===== config.mk =====
export PLATFORM = sky130hd
export DESIGN_NAME = telas_transicao_flat
export DESIGN_NICKNAME = d
export VERILOG_FILES = /design/src/rtl/telas_transicao_if.sv /design/src/rtl/telas_transicao.sv /design/src/flat_wrapper.sv
export SDC_FILE = /design/constraint.sdc
export NUM_CORES = 1
export LEC_CHECK = 0
export CAP_MARGIN = 20
export CORE_MARGIN = 2
export CORE_UTILIZATION = 35
export CTS_CLUSTER_SIZE = 20
export DETAILED_ROUTE_END_ITERATION = 16
export MAX_ROUTING_LAYER = met4
export PLACE_DENSITY = 0.58
export SLEW_MARGIN = 20
export SYNTH_ARGS = -nofsm -noshare
export SYNTH_HDL_FRONTEND = slang
export SYNTH_SLANG_ARGS = --single-unit

===== constraint.sdc =====
create_clock -name clk -period 5.5 [get_ports clk]
set_input_delay 1.1 -clock clk [delete_from_list [all_inputs] [get_ports clk]]
set_output_delay 1.1 -clock clk [all_outputs]
set_load 0.01 [all_outputs]

===== src/rtl/telas_transicao_if.sv =====
// Signal bundle between the VGA timing / per-screen generators and the
// transition compositor, plus read-only debug taps of the compositor state.
interface telas_transicao_if #(
    parameter int NUM_TELAS = 4,
    parameter int SEL_W     = 2,
    parameter int COR_W     = 8,
    parameter int FADE_LOG2 = 4
) ();
    // estado is a level request sampled every cycle; troca is a one-cycle
    // pulse qualified by a valid estado. There is no backpressure: ocupado is
    // status only, and requests are never lost, just retargeted.
    logic [9:0]                   h_counter;
    logic [9:0]                   v_counter;
    logic [SEL_W-1:0]             estado;
    logic                         troca;
    logic [NUM_TELAS*3*COR_W-1:0] rgb_in;
    logic [COR_W-1:0]             R;
    logic [COR_W-1:0]             G;
    logic [COR_W-1:0]             B;
    logic                         ocupado;
    logic [1:0]                   dbg_fsm;
    logic [FADE_LOG2:0]           dbg_nivel;
    logic [SEL_W-1:0]             dbg_tela_atual;

    modport master (
        output h_counter, v_counter, estado, troca, rgb_in,
        input  R, G, B, ocupado, dbg_fsm, dbg_nivel, dbg_tela_atual
    );

    modport slave (
        input  h_counter, v_counter, estado, troca, rgb_in,
        output R, G, B, ocupado, dbg_fsm, dbg_nivel, dbg_tela_atual
    );
endinterface


===== src/rtl/telas_transicao.sv =====
// Screen compositor: picks one of NUM_TELAS sources by game state and fades
// out/in across a change, stepping brightness on frame boundaries.
module telas_transicao #(
    parameter int NUM_TELAS        = 4,
    parameter int SEL_W            = 2,
    parameter int COR_W            = 8,
    parameter int FADE_LOG2        = 4,
    parameter int FRAMES_POR_PASSO = 2,
    parameter int H_ATIVO          = 640,
    parameter int V_ATIVO          = 480
) (
    input logic              clk,
    input logic              reset,
    telas_transicao_if.slave bus
);
    localparam int NIVEL_W = FADE_LOG2 + 1;
    localparam int PROD_W  = COR_W + FADE_LOG2 + 1;
    localparam int PIX_W   = 3 * COR_W;
    localparam int CNT_W   = (FRAMES_POR_PASSO > 1) ? $clog2(FRAMES_POR_PASSO) : 1;
    localparam logic [NIVEL_W-1:0] NIVEL_MAX   = NIVEL_W'(1 << FADE_LOG2);
    localparam logic [NIVEL_W-1:0] NIVEL_QUASE = NIVEL_W'((1 << FADE_LOG2) - 1);
    localparam logic [NIVEL_W-1:0] NIVEL_UM    = NIVEL_W'(1);
    localparam logic [CNT_W-1:0]   CNT_ULT     = CNT_W'(FRAMES_POR_PASSO - 1);
    localparam logic [SEL_W:0]     NUM_TELAS_L = (SEL_W + 1)'(NUM_TELAS);
    localparam logic [9:0]         H_LIM       = 10'(H_ATIVO);
    localparam logic [9:0]         V_LIM       = 10'(V_ATIVO);

    typedef enum logic [1:0] {
        ESTAVEL  = 2'd0,
        ESCURECE = 2'd1,
        CLAREIA  = 2'd2
    } fsm_t;

    fsm_t               fsm;
    logic [SEL_W-1:0]   tela_atual;
    logic [SEL_W-1:0]   tela_alvo;
    logic [NIVEL_W-1:0] nivel;
    logic [CNT_W-1:0]   cnt_frames;
    logic               origem_q;
    logic               ocupado_q;
    logic [COR_W-1:0]   r_q, g_q, b_q;

    logic             em_origem, frame_tick, step_tick, estado_ok, visivel;
    logic [SEL_W-1:0] alvo_eff;
    logic [PIX_W-1:0] pixel;

    assign em_origem  = (bus.h_counter == 10'd0) && (bus.v_counter == 10'd0);
    assign frame_tick = em_origem && !origem_q;
    assign step_tick  = frame_tick && (cnt_frames == CNT_ULT);
    assign estado_ok  = {1'b0, bus.estado} < NUM_TELAS_L;
    assign alvo_eff   = estado_ok ? bus.estado : tela_alvo;
    assign visivel    = (bus.h_counter < H_LIM) && (bus.v_counter < V_LIM);

    always_comb begin
        pixel = '0;
        for (int i = 0; i < NUM_TELAS; i++)
            if (tela_atual == SEL_W'(i)) pixel = bus.rgb_in[i*PIX_W +: PIX_W];
    end

    // Full-width product so nivel == 2^FADE_LOG2 reproduces c exactly.
    function automatic logic [COR_W-1:0] escala(input logic [COR_W-1:0] c,
                                                input logic [NIVEL_W-1:0] n);
        return COR_W'((PROD_W'(c) * PROD_W'(n)) >> FADE_LOG2);
    endfunction

    always_ff @(posedge clk or negedge reset) begin
        if (!reset) begin
            r_q <= '0;
            g_q <= '0;
            b_q <= '0;
        end else if (visivel) begin
            r_q <= escala(pixel[3*COR_W-1 -: COR_W], nivel);
            g_q <= escala(pixel[2*COR_W-1 -: COR_W], nivel);
            b_q <= escala(pixel[COR_W-1 -: COR_W], nivel);
        end else begin
            r_q <= '0;
            g_q <= '0;
            b_q <= '0;
        end
    end

    // Later assignments override the default cnt_frames advance, so any state
    // change drops a coincident frame tick.
    always_ff @(posedge clk or negedge reset) begin
        if (!reset) begin
            fsm        <= ESTAVEL;
            tela_atual <= '0;
            tela_alvo  <= '0;
            nivel      <= NIVEL_MAX;
            cnt_frames <= '0;
            origem_q   <= 1'b0;
            ocupado_q  <= 1'b0;
        end else begin
            origem_q <= em_origem;
            if (frame_tick) cnt_frames <= step_tick ? '0 : cnt_frames + 1'b1;
            if (bus.troca && estado_ok) begin
                tela_atual <= bus.estado;
                tela_alvo  <= bus.estado;
                nivel      <= NIVEL_MAX;
                fsm        <= ESTAVEL;
                ocupado_q  <= 1'b0;
                if (fsm != ESTAVEL) cnt_frames <= '0;
            end else begin
                case (fsm)
                    ESTAVEL: begin
                        if (estado_ok && bus.estado != tela_atual) begin
                            tela_alvo  <= bus.estado;
                            fsm        <= ESCURECE;
                            ocupado_q  <= 1'b1;
                            cnt_frames <= '0;
                        end
                    end
                    ESCURECE: begin
                        tela_alvo <= alvo_eff;
                        if (alvo_eff == tela_atual) begin
                            fsm        <= CLAREIA;
                            cnt_frames <= '0;
                        end else if (step_tick) begin
                            if (nivel <= NIVEL_UM) begin
                                nivel      <= '0;
                                tela_atual <= alvo_eff;
                                fsm        <= CLAREIA;
                                cnt_frames <= '0;
                            end else begin
                                nivel <= nivel - 1'b1;
                            end
                        end
                    end
                    CLAREIA: begin
                        if (estado_ok && bus.estado != tela_atual) begin
                            tela_alvo  <= bus.estado;
                            fsm        <= ESCURECE;
                            cnt_frames <= '0;
                        end else if (nivel == NIVEL_MAX) begin
                            fsm        <= ESTAVEL;
                            ocupado_q  <= 1'b0;
                            cnt_frames <= '0;
                        end else if (step_tick) begin
                            nivel <= nivel + 1'b1;
                            if (nivel == NIVEL_QUASE) begin
                                fsm        <= ESTAVEL;
                                ocupado_q  <= 1'b0;
                                cnt_frames <= '0;
                            end
                        end
                    end
                    default: begin
                        fsm       <= ESTAVEL;
                        ocupado_q <= 1'b0;
                    end
                endcase
            end
        end
    end

    assign bus.R              = r_q;
    assign bus.G              = g_q;
    assign bus.B              = b_q;
    assign bus.ocupado        = ocupado_q;
    assign bus.dbg_fsm        = fsm;
    assign bus.dbg_nivel      = nivel;
    assign bus.dbg_tela_atual = tela_atual;
endmodule


===== src/flat_wrapper.sv =====
// flat-port wrapper written by rule: the top's interface ports become plain ports
module telas_transicao_flat 
#(
    parameter int NUM_TELAS        = 4,
    parameter int SEL_W            = 2,
    parameter int COR_W            = 8,
    parameter int FADE_LOG2        = 4,
    parameter int FRAMES_POR_PASSO = 2,
    parameter int H_ATIVO          = 640,
    parameter int V_ATIVO          = 480
)
  (clk, reset, bus_h_counter, bus_v_counter, bus_estado, bus_troca, bus_rgb_in, bus_R, bus_G, bus_B, bus_ocupado, bus_dbg_fsm, bus_dbg_nivel, bus_dbg_tela_atual);
  telas_transicao_if #(.NUM_TELAS(NUM_TELAS), .SEL_W(SEL_W), .COR_W(COR_W), .FADE_LOG2(FADE_LOG2)) bus_i ();
  input logic clk;
  input logic reset;
  input wire logic [$bits(bus_i.h_counter)-1:0] bus_h_counter;
  input wire logic [$bits(bus_i.v_counter)-1:0] bus_v_counter;
  input wire logic [$bits(bus_i.estado)-1:0] bus_estado;
  input wire logic [$bits(bus_i.troca)-1:0] bus_troca;
  input wire logic [$bits(bus_i.rgb_in)-1:0] bus_rgb_in;
  output wire logic [$bits(bus_i.R)-1:0] bus_R;
  output wire logic [$bits(bus_i.G)-1:0] bus_G;
  output wire logic [$bits(bus_i.B)-1:0] bus_B;
  output wire logic [$bits(bus_i.ocupado)-1:0] bus_ocupado;
  output wire logic [$bits(bus_i.dbg_fsm)-1:0] bus_dbg_fsm;
  output wire logic [$bits(bus_i.dbg_nivel)-1:0] bus_dbg_nivel;
  output wire logic [$bits(bus_i.dbg_tela_atual)-1:0] bus_dbg_tela_atual;
  assign bus_i.h_counter = bus_h_counter;
  assign bus_i.v_counter = bus_v_counter;
  assign bus_i.estado = bus_estado;
  assign bus_i.troca = bus_troca;
  assign bus_i.rgb_in = bus_rgb_in;
  assign bus_R = bus_i.R;
  assign bus_G = bus_i.G;
  assign bus_B = bus_i.B;
  assign bus_ocupado = bus_i.ocupado;
  assign bus_dbg_fsm = bus_i.dbg_fsm;
  assign bus_dbg_nivel = bus_i.dbg_nivel;
  assign bus_dbg_tela_atual = bus_i.dbg_tela_atual;
  telas_transicao #(.NUM_TELAS(NUM_TELAS), .SEL_W(SEL_W), .COR_W(COR_W), .FADE_LOG2(FADE_LOG2), .FRAMES_POR_PASSO(FRAMES_POR_PASSO), .H_ATIVO(H_ATIVO), .V_ATIVO(V_ATIVO)) u_core (.clk(clk), .reset(reset), .bus(bus_i));
endmodule

Word level (Yosys, flattened, before mapping)
Cells that the tools add are included.
{ "totals": {"wordCells": 109, "n_memories": 0, "latchBits": 0, "mem_bits_ro": 0, "output_inout_bits": 34, "ram_bits": 0, "reg_bits": 36, "input_bits": 121} }
{ "op_classes": {"n_div": 0, "n_mul": 3, "eq_ne": 23, "n_mux": 50, "n_reduce_logical": 18, "bitwise_logic": 0, "add_sub_neg": 3, "shift": 0, "order_cmp": 3} }
{ "ops": {"columns": ["cell", "count"], "rows": [
  ["24-bit two-way mux", 4],
  ["8-bit by 5-bit multiplier with 12-bit output", 3],
  ["5-bit two-way mux", 7],
  ["2-bit two-way mux", 14],
  ["8-bit two-way mux", 3],
  ["10-bit logical NOT", 2],
  ["1-bit two-way mux", 18],
  ["4-bit by 2-bit inequality test with 1-bit output (second input constant)", 4],
  ["10-bit less-than comparator (second input constant)", 1],
  ["10-bit by 9-bit less-than comparator with 1-bit output (second input constant)", 1],
  ["5-bit by 2-bit inequality test with 1-bit output (second input constant)", 2],
  ["5-bit case mux with 2 select lines", 1],
  ["5-bit AND reduction", 2],
  ["3-bit by 2-bit inequality test with 1-bit output (second input constant)", 3],
  ["3-bit inequality test (second input constant)", 3],
  ["2-bit nonzero test", 4],
  ["2-bit == test (second input constant)", 3],
  ["1-bit case mux with 3 select lines", 2],
  ["2-bit case mux with 3 select lines", 1],
  ["6-bit AND reduction", 1],
  ["5-bit by 1-bit adder with 5-bit output (second input constant)", 1],
  ["5-bit by 4-bit == test with 1-bit output (second input constant)", 1],
  ["5-bit == test (second input constant)", 1],
  ["5-bit by 1-bit less-or-equal comparator with 1-bit output (second input constant)", 1],
  ["other kinds (11)", 17]
]} }

Longest topological paths before layout
Gate-level depths: netlist of run 1.
{ "logic_depth": {"word_depth": 12, "mapped_depth": 17} }

Worst setup path after synthesis of run 1
Ideal clock, no wire load.
{ "synth_timing": {"kind": "in2reg", "start": "in bus_rgb_in[74]", "end": "reg u_core.b_q[7] (netlist: u_core.bus.B[7])", "path_buffers": 0, "cell_stages": 14, "arrival_ns": 4.964, "setup_time_ns": 0.134, "t_required_ns": 5.366, "setup_slack_ns": 0.402, "path_cell_list": "mux4_2 > and2_1 > fa_1 > fa_1 > inv_1 > fa_1 > inv_1 > ha_1 > and3_1 > a221o_1 > a21o_1 > a21o_1 > nor3_1 > nor3b_2"} }
{ "synth_via": {"elab_chain_len": 3} }
{ "synth_rtl": {"columns": ["item", "line", "source"], "rows": [
  ["start, declared", "flat_wrapper.sv:20", "input wire logic [$bits(bus_i.rgb_in)-1:0] bus_rgb_in;"],
  ["24-bit two-way mux", "telas_transicao.sv:57", "if (tela_atual == SEL_W'(i)) pixel = bus.rgb_in[i*PIX_W +: PIX_W];"],
  ["8-bit by 5-bit multiplier with 12-bit output", "telas_transicao.sv:63", "return COR_W'((PROD_W'(c) * PROD_W'(n)) >> FADE_LOG2);"],
  ["8-bit two-way mux", "telas_transicao.sv:71", "end else if (visivel) begin"],
  ["end signal, assigned", "telas_transicao.sv:74", "b_q <= escala(pixel[COR_W-1 -: COR_W], nivel);"],
  ["end, declared", "telas_transicao.sv:41", "logic [COR_W-1:0] r_q, g_q, b_q;"]
]} }
Every way passes these cells.
A chain may end at the register's enable or synchronous reset.

Final worst setup path of run 1
{ "layout_timing": {"start": "in bus_rgb_in[50]", "end": "reg u_core.b_q[7] (netlist: u_core.bus.B[7])"} }
{ "layout_via": {"elab_chain_len": 4} }
{ "layout_rtl": {"columns": ["item", "line"], "rows": [
  ["24-bit two-way mux (2 in series)", "telas_transicao.sv:57"],
  ["8-bit by 5-bit multiplier with 12-bit output", "telas_transicao.sv:63"],
  ["8-bit two-way mux", "telas_transicao.sv:71"]
]} }
Every way passes these cells.

==> results of run 1 <==
[final cells by class]
cell class | count | area (sq um) | area share (%)
clock buffers | 5 | 125 | 1.62
clock inverters | 3 | 90.1 | 1.16
inverters | 73 | 274 | 3.54
multi-input cells | 455 | 4290 | 55.3
flip-flops and latches | 36 | 903 | 11.7
well taps | 216 | 270 | 3.49
repair buffers | 187 | 1800 | 23.2
[state kept, by name, indices dropped and copies added (netlist names)]
signal	flops
u_core.cnt_frames	1
u_core.bus.ocupado	1
u_core.bus.R	8
u_core.bus.dbg_fsm	2
u_core.bus.G	8
u_core.bus.B	8
u_core.origem_q	1
u_core.bus.dbg_tela_atual	2
u_core.bus.dbg_nivel	5
[cells in the mapped netlist, drive strengths merged, types with 2 or more instances]
cell,instances,area [sq um]
xnor2,17,149
nand2,59,221
nor3b,2,20.0
mux4,26,586
a211oi,3,35.0
or3,4,25.0
and4,2,17.5
mux2i,3,30.0
o41ai,2,25.0
fa,48,961
a21o,8,60.1
dfrtp,35,876
nand3,2,10.0
nor2,31,116
nor4,5,31.3
and2,75,469
a31oi,3,18.8
nand4,5,46.3
o21a,8,60.1
or2,3,18.8
clkbuf,20,75.1
o21ai,12,63.8
xor2,6,52.6
buf,5,30.0
o31ai,2,28.8
nor2b,4,25.0
ha,60,751
nor3,21,110
o22ai,2,12.5
a211o,2,17.5
a21oi,14,70.1
o21bai,4,33.8
and3,4,25.0
nand2b,4,25.0
inv,73,274
mux2,2,22.5
[layout by cell type, fill, tap and decap left out, types with 10 or more instances in the layout]
cell	n
and2_1	75
mux4_2	26
a21oi_1	14
clkdlybuf4s50_1	153
nand2_1	59
nor3_1	19
buf_4	32
nor2_1	31
fa_1	48
xnor2_1	17
ha_1	60
inv_1	73
dfrtp_1	34
o21ai_0	10
[power by group through the flow]
stage          Combinational (uW)  Clock, uW  Sequential [uW]
3_3_place_gp                  498          0              296
6_report                      506        436              291
4_1_cts                       510        445              291
5_1_grt                       560        453              293
3_5_place_dp                  506          0              296
2_1_floorplan                 261          0              303
[cells by family after synthesis]
group,after synthesis
and+or+nand+nor,222
adders and majority gates,108
buffers and inverters,98
AOI/OAI and AO/OA,71
DFF,36
muxes,31
xor gates and xnor gates,23
[layer usage]
| metal | GRT usage (%) | wire, um | vias up |
|---|---|---|---|
| met5 | - | 0 | - |
| met4 | 5.38 | 274 | 0 |
| met3 | 3.81 | 1110 | 12 |
| met2 | 32.9 | 7340 | 163 |
| met1 | 23.7 | 6720 | 2398 |
| li1 | - | - | 2323 |
[worst register-to-register path, stage by stage, from the launching register on]
cell and delay, ps:
dfrtp_2 380, buf_12 200, mux4_2 580, and2_1 200
fa_1 510, fa_1 550, inv_1 60, fa_1 550
inv_1 50, ha_1 320, and3_1 170, a221o_1 370
a21o_1 210, a21o_1 210, nor3_2 190, nor3b_2 60
[stage by stage]
stage | instances | setup WS, ps | total power [uW] | hold WS, ps
after floorplan | 589 | 402 | 564 | 557
after global placement | 966 | -133 | 794 | 570
after detailed placement | 966 | -181 | 802 | 572
after CTS | 974 | 123 | 1250 | 586
after global routing | 975 | 0.566 | 1310 | 622
final | 975 | 169 | 1230 | 579
[worst max path at each step]
stage                               from              end  cells after the start
after detailed placement  bus_rgb_in[50]  u_core.bus.B[7]                     15
after global placement    bus_rgb_in[50]  u_core.bus.B[7]                     15
after floorplan           bus_rgb_in[74]  u_core.bus.B[7]                     14
after global routing      bus_rgb_in[50]  u_core.bus.B[7]                     15
after CTS                 bus_rgb_in[50]  u_core.bus.B[7]                     15
final                     bus_rgb_in[50]  u_core.bus.B[7]                     15
[timing repair]
action | 4_1_cts | 5_1_grt
hold buffers | 0 | 0
buffers inserted | 0 | 1
setup endpoints to repair | 0 | 1
resized for setup | 0 | 1
==> impl_metrics.toml, run 1 <==
[cells_and_area]
final_util_pct = 49.3
fin_area_sq_um = 7750
antenna_cells = 0
area_growth_pct = 39.2
nFillCells = 1455
final_nets = 987
drive_gt1_share_pct = 11.5

[sta]
fin_skew_ps = 5.11
worst_pin_slew_ps = 1030
clock.fmax_mhz = 188
post-route-period-util_pct = 96.9
slew_headroom_pct = 31.2
maxSlewViolCount = 0
post-route-min-period_ps = 5330
rsz0062_at_grt = "false"
setup_violations = 0
hold_viol = 0
tns_ps = 0

[global_routing]
grt_pass1_vias = 5150
track_usage_pct = 19.4
grt_pass1_wl_um = 25000
antenna_found_initial = 0
grt_overflow_total = 0
grt_max_degree = 37

[clocking]
cts_tree = "yes"
cts_htree_levels = 2
cts.path.max_buffers = 2
cts_root_buf = "clkbuf_16"
cts_buffers = 5
cts_sinks = 36
clkTransAtPathRegs_ps = 60
clkLatencyLatePin_ps = 300

[critical_path]
slowest_stage = "fa_1"
cp.arrival_ps = 5510
r2r-start = "u_core.bus.dbg_tela_atual[0]"
crit_family = "adder cells"
cp_cell_sequence = "clkdlybuf4s50_1 > mux4_2 > and2_1 > fa_1 > fa_1 > inv_1 > fa_1 > inv_1 > ha_1 > and3_1 > a221o_1 > a21o_1 > a21o_1 > nor3_2 > nor3b_2"
path_max_fanout = 3
reg2reg_slack_ps = 770
cp_num_buf_inv = 3
r2r_end = "u_core.bus.B[7]"
critPathMaxStageDelay_ps = 550
end_kind = "flip-flop"
cp-start-kind = "input port"
cpMostUsedCell = "fa_1"
path_class = "in -> reg"
rr_worst_depth = 15
crit_required_ps = 5680

[worst_hold_path]
holdPathEnd = "u_core.cnt_frames"
hp-class = "reg -> reg"
worstHoldStart = "u_core.cnt_frames"
holdPathStages = 2

[yosys]
syn_area_sq_um = 5560
synthMuxAreaShare_pct = 11.5
synth_top_family_by_area = "adder cells"
synth_simple_gate_area_share_pct = 21.1
yosys.area_share.xor_xnor_pct = 3.62
syn_avg_cell_area_sq_um = 9.44
synth-main-ff-cell = "dfrtp_1"
synthArstFlopShare_pct = 100
netlist_instances = 589
ys_warn_count = 0
synth-seq-cells = 36
ys_seq_area_share_pct = 16.2
synth_compound_area_share_pct = 9.96
synthesis.nets = 818
synth-edff-count = 0
ys_types = 61
synthAdderAreaFrac_pct = 30.8

[power_and_ir_drop]
p_comb_share_pct = 41.0
p_switching_uw = 370
p_clk_share_pct = 35.4
seqPwrFrac_pct = 23.6
ir_drop_uv = 108
internal-power_uw = 863
p_leak_uw = 0.00360
p_sw_share_pct = 30.0
cellPowerDensity_nw_per_um2 = 159

[floorplan]
io_pins = 155
dieArea_sq_um = 16900
die_w_um = 130
rows = 46
core_area_sq_um = 15700
initial_core_util_pct = 35.4
die_y_um = 130

[route]
ant_nets = 0
vias_per_cell = 5.02
dr_total_vias = 4896
drc_errors = 0
post_drt_wl_per_cell_um = 15.8
first_pass_iters = 4
drt-total-wl_um = 15400
drt_iter0_drc = 151

[place]
dpl.hpwl_um = 12600
globalplace.congestion = 0.852
io_buffers = 154
dpl_cell_area_sq_um = 7520

[job]
maxCapViolCount = 0

[status]
status = "finished clean"
Note: power is estimated with default switching activity, not from simulation.
==> run 2: changes to the inputs <==
--- a/config.mk
+++ b/config.mk
@@ -5,11 +5,13 @@
 export SDC_FILE = /design/constraint.sdc
 export NUM_CORES = 1
 export LEC_CHECK = 0
+export ABC_AREA = 0
 export CAP_MARGIN = 20
 export CORE_MARGIN = 2
 export CORE_UTILIZATION = 35
 export CTS_CLUSTER_SIZE = 20
 export DETAILED_ROUTE_END_ITERATION = 16
+export HOLD_SLACK_MARGIN = 0.15
 export MAX_ROUTING_LAYER = met4
 export PLACE_DENSITY = 0.58
 export SLEW_MARGIN = 20
==> results of run 2 <==
Same layout as run 1: the final DEF is identical, and so are final timing and power.
